==> src/rtl/spi_master_ctrl.sv <==
// SPI initiator: serialises 10-bit commands as one SS_n-low frame and returns the
// 8-bit MISO reply for read-data commands. The SPI bit rate equals clk.
module spi_master_ctrl #(
    parameter int RD_GAP   = 1,
    parameter int IDLE_GAP = 1
) (
    input  logic       clk,
    input  logic       rst_n,
    input  logic       cmd_valid,
    input  logic [9:0] cmd_word,
    output logic       cmd_ready,
    output logic       rsp_valid,
    output logic [7:0] rsp_data,
    output logic       busy,
    output logic       SS_n,
    output logic       MOSI,
    input  logic       MISO
);

    // state  | meaning
    // IDLE   | ready for a command
    // START  | SS_n low, MOSI = cmd[9]
    // SHIFT  | cmd[9]..cmd[0] on MOSI, count 9 down to 0
    // WAIT   | read-data turnaround, MOSI = 0
    // RECV   | 8 MISO bits shifted into rsp_data
    // END    | SS_n high, rsp_valid for read-data frames
    // GAP    | extra SS_n-high cycles before IDLE
    typedef enum logic [2:0] {
        S_IDLE, S_START, S_SHIFT, S_WAIT, S_RECV, S_END, S_GAP
    } state_t;

    localparam logic [3:0] WAIT_LOAD = 4'(RD_GAP - 1);
    // END and the IDLE handshake cycle both count towards the high gap.
    localparam bit         HAS_GAP   = (IDLE_GAP > 2);
    localparam logic [3:0] GAP_LOAD  = HAS_GAP ? 4'(IDLE_GAP - 3) : 4'd0;

    state_t     state, state_d;
    logic [3:0] cnt, cnt_d;
    logic [9:0] cmd_q;
    logic       is_rd;
    logic       ss_n_d, mosi_d, rsp_valid_d;

    assign is_rd     = (cmd_q[9:8] == 2'b11);
    assign cmd_ready = (state == S_IDLE) && rst_n;
    assign busy      = (state != S_IDLE);

    always_comb begin
        state_d = state;
        cnt_d   = cnt;
        case (state)
            S_IDLE:  if (cmd_valid) state_d = S_START;
            S_START: begin
                state_d = S_SHIFT;
                cnt_d   = 4'd9;
            end
            S_SHIFT: begin
                if (cnt == 4'd0) begin
                    if (is_rd) begin
                        state_d = S_WAIT;
                        cnt_d   = WAIT_LOAD;
                    end else begin
                        state_d = S_END;
                    end
                end else begin
                    cnt_d = cnt - 4'd1;
                end
            end
            S_WAIT: begin
                if (cnt == 4'd0) begin
                    state_d = S_RECV;
                    cnt_d   = 4'd7;
                end else begin
                    cnt_d = cnt - 4'd1;
                end
            end
            S_RECV: begin
                if (cnt == 4'd0) state_d = S_END;
                else             cnt_d   = cnt - 4'd1;
            end
            S_END: begin
                if (HAS_GAP) begin
                    state_d = S_GAP;
                    cnt_d   = GAP_LOAD;
                end else begin
                    state_d = S_IDLE;
                end
            end
            S_GAP: begin
                if (cnt == 4'd0) state_d = S_IDLE;
                else             cnt_d   = cnt - 4'd1;
            end
            default: begin
                state_d = S_IDLE;
                cnt_d   = 4'd0;
            end
        endcase
    end

    // Pin values are decoded from the next state so they leave a flop directly.
    always_comb begin
        ss_n_d      = 1'b1;
        mosi_d      = 1'b0;
        rsp_valid_d = 1'b0;
        case (state_d)
            S_START: begin
                ss_n_d = 1'b0;
                mosi_d = cmd_word[9];
            end
            S_SHIFT: begin
                ss_n_d = 1'b0;
                mosi_d = cmd_q[cnt_d];
            end
            S_WAIT, S_RECV: ss_n_d = 1'b0;
            S_END:          rsp_valid_d = is_rd;
            default: ;
        endcase
    end

    always_ff @(posedge clk or negedge rst_n) begin
        if (!rst_n) begin
            state     <= S_IDLE;
            cnt       <= 4'd0;
            cmd_q     <= 10'd0;
            SS_n      <= 1'b1;
            MOSI      <= 1'b0;
            rsp_valid <= 1'b0;
            rsp_data  <= 8'h00;
        end else begin
            state     <= state_d;
            cnt       <= cnt_d;
            SS_n      <= ss_n_d;
            MOSI      <= mosi_d;
            rsp_valid <= rsp_valid_d;
            if (state == S_IDLE && cmd_valid) cmd_q <= cmd_word;
            if (state == S_RECV) rsp_data <= {rsp_data[6:0], MISO};
        end
    end

endmodule

==> config.mk <==
export PLATFORM = sky130hd
export DESIGN_NAME = spi_master_ctrl
export DESIGN_NICKNAME = d
export VERILOG_FILES = /design/src/rtl/spi_master_ctrl.sv
export SDC_FILE = /design/constraint.sdc
export NUM_CORES = 1
export LEC_CHECK = 0
export BUFFER_PORTS_ARGS = -buffer_cell sky130_fd_sc_hd__buf_4
export CAP_MARGIN = 40
export CORE_ASPECT_RATIO = 1.2
export CORE_UTILIZATION = 37
export DETAILED_ROUTE_END_ITERATION = 8
export SLEW_MARGIN = 20
export SYNTH_ARGS = -nofsm -noshare
export SYNTH_HDL_FRONTEND = slang
export SYNTH_SLANG_ARGS = --single-unit
==> constraint.sdc <==
create_clock -name clk -period 3 [get_ports clk]
set_input_delay 0.15 -clock clk [delete_from_list [all_inputs] [get_ports clk]]
set_output_delay 0.15 -clock clk [all_outputs]
set_load 0.05 [all_outputs]
# [Yosys cells after proc, flatten, opt, wreduce, memory -nomap -nowiden]
# Index checks and enable logic that the tools add are counted.
[word_totals] in_bits=14 word_cells=46 register_bits=28
[op_classes] order_cmp=1 reduce_logical=8 mux=17 n_eq_ne=12 add_sub_neg=1
[ops] op="one-hot mux 4 bit (5 select lines)" n=1
[ops] op="two-way mux 3 bit" n=6
[ops] op="one-hot mux 3 bit (6 select lines)" n=1
[ops] op="two-way mux 4 bit" n=4
[ops] op="== test 3 bit, second input constant" n=5
[ops] op="== test 3 x 2 -> 1 bit, second input constant" n=4
[ops] op="== test 3 x 1 -> 1 bit, second input constant" n=2
[ops] op="< comparator 4 x 5 -> 1 bit, second input constant" n=1
[ops] op="binary-select mux 1 bit (select 4 bit)" n=1
[ops] op="logical NOT 4 bit" n=1
[ops] op="OR reduction 2 bit" n=2
[ops] op="OR reduction 4 bit" n=1
[ops] op="subtractor 4 x 1 -> 4 bit, second input constant" n=1
[ops] op="logical NOT 3 bit" n=1
[ops] op="two-way mux 1 bit" n=3
[ops] op="nonzero test 3 bit" n=1
[ops] op="== test 2 bit, second input constant" n=1
[ops] op="logical AND 1 bit" n=2
[ops] op="one-hot mux 1 bit (2 select lines)" n=1

# [Depth between registers and ports, before layout]
[depth] word_depth=7 mapped_depth=11 depth_no_buf=11

# [Least setup slack after synthesis]
# OpenSTA, ideal clock, no wires.
[synth_timing] path_type="flip-flop to flip-flop" from="reg cnt[0]" to="reg MOSI" slack_ps=406 path_stages_with_launch=11 period_less_slack_ps=2594 arrival_ps=2454 path_buffers=0 required_time_ps=2860 path_cell_list="dfrtp_1 -> inv_1 -> ha_1 -> nor3b_4 -> inv_2 -> ha_1 -> a22oi_1 -> o221ai_4 -> mux2_4 -> a221oi_2 -> a311oi_2"
[synth_via] elab_chain_len=6
[synth_lines] item="from (decl)" line_no="38" source="logic [3:0] cnt, cnt_d;"
[synth_lines] item="from (signal assigned)" line_no="130" source="cnt <= cnt_d;"
[synth_lines] item="subtractor 4 x 1 -> 4 bit (tied with other cells)"
[synth_lines] item="two-way mux 4 bit, on equally long branches"
[synth_lines] item="one-hot mux 4 bit (5 select lines) *" line_no="50" source="case (state)"
[synth_lines] item="via cnt_d[0]" line_no="38"
[synth_lines] item="binary-select mux 1 bit (select 4 bit) *" line_no="111" source="mosi_d = cmd_q[cnt_d];"
[synth_lines] item="two-way mux 1 bit (implied by the code) *" line_no="111"
[synth_lines] item="one-hot mux 1 bit (2 select lines) *" line_no="104" source="case (state_d)"
[synth_lines] item="via mosi_d" line_no="41" source="logic ss_n_d, mosi_d, rsp_valid_d;"
[synth_lines] item="to (signal assigned)" line_no="132" source="MOSI <= mosi_d;"
[synth_lines] item="to (decl)" line_no="16" source="output logic MOSI,"
# The timed path passes the listed nets; every way through them passes the cells marked *. The select of a mux whose other input is x is not followed.
# A chain may end at the register's enable or synchronous reset.

# [Worst setup path in the final report]
# Same ends and word-level chain as after synthesis.

==> results.py <==
metrics = {
    "setup_path": {
        "critPathMaxStageDelay_ps": 450,
        "critical_path_arrival_ps": 2950,
        "worst_setup_path_start_kind": "register",
        "rrSetupSlack_ps": 190,
        "path_class": "reg2reg",
        "reg2reg_to": "MOSI$_DFF_PN0_",
        "cp_common_cell": "ha_1",
        "worstPathMaxFanout": 7,
        "worstRegToRegCells": 10,
        "reg2reg_from": "cnt[0]$_DFF_PN0_",
        "crit_path_cell_trace": "inv_1 -> ha_1 -> nor3b_4 -> inv_2 -> ha_1 -> a22oi_1 -> o221ai_4 -> mux2_4 -> a221oi_2 -> a311oi_2",
        "end_kind": "register",
        "cp_slowest_cell": "dfrtp_1",
        "critical_path_required_ps": 3150,
    },
    "power_and_ir_drop": {
        "p_int_uw": 1210,
        "fin_total_pwr_uw": 2190,
        "p_comb_share_pct": 57.6,
        "clkPwrFrac_pct": 10.5,
        "powerDensity_nw_per_um2": 1150,
        "power_switching_uw": 975,
        "swShare_pct": 44.6,
        "seqPwrFrac_pct": 31.9,
        "irDropWorstVdd_mv": 0.557,
        "p_leak_uw": 0.000869,
    },
    "routing": {
        "drt_iter0_drc": 80,
        "dr_total_vias": 1175,
        "drtAntennaViolNets": 0,
        "routed_via_density": 5.29,
        "wl_per_cell_um": 14.0,
        "drc": 0,
        "firstDrtPassIters": 5,
        "finalWirelength_um": 3100,
    },
    "worst_hold_path": {
        "hp-start": "cmd_word[8]",
        "whs_path_depth": 2,
        "hold_end": "cmd_q[8]$_DFFE_PN0P_",
        "holdCritPathClass": "in2reg",
    },
    "clocking": {
        "clk_latency_ps": 270,
        "root_buffer": "clkbuf_8",
        "htree_levels": 1,
        "path_clk_slew_ps": 90,
        "cts.sinks": 28,
        "clk_path_buf_depth": 2,
        "cts_buffers": 3,
        "cts_tree": "yes",
    },
    "sta": {
        "fin_crit_sh_pct": 93.6,
        "period_minus_slack_ps": 2810,
        "tightest_slew_ps": 633,
        "final-hold-violation-count": 0,
        "maxSlewHeadroom_pct": 57.8,
        "fmax_mhz": 356,
        "setup_slack_ps": 192,
        "setup_viol": 0,
        "rsz0062_at_grt": "no",
        "fin_skew_ps": 3.33,
        "fin_tns_setup_ps": 0,
        "maxSlewViolCount": 0,
    },
    "die": {
        "die_h_um": 73.6,
        "dieArea_um2": 4540,
        "rows": 25,
        "io_pins": 27,
        "start_util_pct": 39.5,
        "design.core.area_um2": 4000,
        "die_w_um": 61.7,
    },
    "grt": {
        "grt_max_degree": 30,
        "grt_first_pass_wirelength_um": 5300,
        "first_global_vias": 1131,
        "antenna_found_initial": 0,
        "grt_usage_pct": 15.6,
        "grt.overflow.total": 0,
    },
    "finish": {
        "final_cell_mix": "buf_4, dfrtp_1, mux2_2, inv_1",
        "final_nets": 185,
        "area_growth_pct": 19.8,
        "multi_input_area_um2": 803,
        "antennaDiodeCount": 0,
        "fillCellCount": 408,
        "final_layout_size_suffix_gt1_share_pct": 33.3,
        "seq_area_um2": 702,
        "layout_commonest_cell": "buf_4",
    },
    "logic_synthesis": {
        "yosysTopAreaCell": "dfrtp_1",
        "syn_nets": 156,
        "synth_flop_cell": "dfrtp_1",
        "syn_inst": 140,
        "synth_edf_count": 0,
        "yosys_warnings": 0,
        "ys_types": 48,
        "ys_top_cells_by_area": "dfrtp_1, mux2_2, mux2_1",
        "synth_area_um2": 1580,
        "synth_top_area_share_pct": 42.8,
        "synthArstFlopShare_pct": 100,
        "yosysSeqAreaShare_pct": 44.4,
        "syn_area_per_cell_um2": 11.3,
        "synth-seq-cells": 28,
    },
    "place": {
        "gp_congestion": 0.832,
        "dpl_worst_slack_ps": 158,
        "io_buffers": 26,
        "hpwl_um": 2290,
    },
    "flow_run": {
        "cap_viol_max_count": 0,
    },
    "run_status": {
        "status": "complete, no violations",
    },
}
[cell usage after synthesis (2+ instances only)]
cell type,n
a21boi_0,2
a21oi_1,4
a221oi_1,2
and3_1,3
buf_2,3
dfrtp_1,27
ha_1,2
inv_1,9
mux2_1,8
mux2_2,12
mux2i_1,2
nand2_1,8
nand2b_1,3
nor2_1,8
nor2b_1,6
nor3_1,3
nor3b_4,2
o211ai_1,3
o21ai_0,4
[metal layers]
layer | GRT usage, % | up-vias | routed length (um)
met3 | 2.11 | 4 | 114
met2 | 26.4 | 29 | 1600
li1 | - | 560 | -
met4 | 4.44 | 0 | 29
met1 | 20.6 | 582 | 1360
met5 | 0 | - | 0
[power by group through the flow]
| stage | sequential [uW] | clock (uW) | combinational (uW) |
|---|---|---|---|
| global placement | 700 | 0 | 1230 |
| floorplan | 724 | 0 | 959 |
| detailed placement | 702 | 0 | 1240 |
| global route | 723 | 249 | 1380 |
| finish | 698 | 230 | 1260 |
| CTS | 694 | 238 | 1260 |
[worst max-delay path by stage]
stage,from,to,slack [ps],cells after the start
floorplan,cnt[0]$_DFF_PN0_,MOSI$_DFF_PN0_,410,10
global placement,cnt[0]$_DFF_PN0_,MOSI$_DFF_PN0_,270,10
CTS,cnt[0]$_DFF_PN0_,MOSI$_DFF_PN0_,130,10
finish,cnt[0]$_DFF_PN0_,MOSI$_DFF_PN0_,190,10
detailed placement,cnt[0]$_DFF_PN0_,MOSI$_DFF_PN0_,160,10
global route,cnt[0]$_DFF_PN0_,MOSI$_DFF_PN0_,1,10
[per-stage QoR]
stage               instances  util [%]  hold WS, ps  area (um2)
floorplan                 140         -         -146        1580
global placement          216      45.5         84.8        1820
detailed placement        216      45.5         94.5        1820
CTS                       221      47.1         82.9        1890
global route              222      47.3         78.7        1890
finish                    222      47.3         88.5        1890
[final cells by class]
class | count | area share, %
Multi-Input combinational cell | 96 | 42.4
Sequential cell | 28 | 37.1
Timing Repair Buffer | 30 | 12.0
Tap cell | 54 | 3.57
Clock buffer | 4 | 2.91
Inverter | 10 | 1.98
[critical path, delay by kind of cell (launching register included)]
family          cells  cell delay [ps]
compound gates      4              850
fa+ha+maj           2              550
buf+inv             2              210
flops               1              450
mux                 1              340
simple gates        1              280
[state kept, by name (all words and copies together) (netlist names)]
name and flops:
state 3, cnt 4, SS_n 1, rsp_valid 1, MOSI 1, rsp_data 8
cmd_q 10
[timing repair]
item                                    4_1_cts  5_1_grt
endpoints found under the setup margin        0        1
hold buffers                                  1        0
resized for setup                             0        0
setup buffers                                 0        1
hold endpoints to repair                     27        0
[logic make-up after synthesis]
| group | Yosys count | synth area share (%) |
|---|---|---|
| adders and majority gates | 3 | 2.22 |
| xor gates and xnor gates | 1 | 0.554 |
| and+or+nand+nor | 44 | 18.2 |
| buffers and inverters | 16 | 4.75 |
| muxes | 23 | 16.5 |
| AOI/OAI and AO/OA | 25 | 13.4 |
| DFF | 28 | 44.4 |
Note: power is estimated with default switching activity, not from simulation.
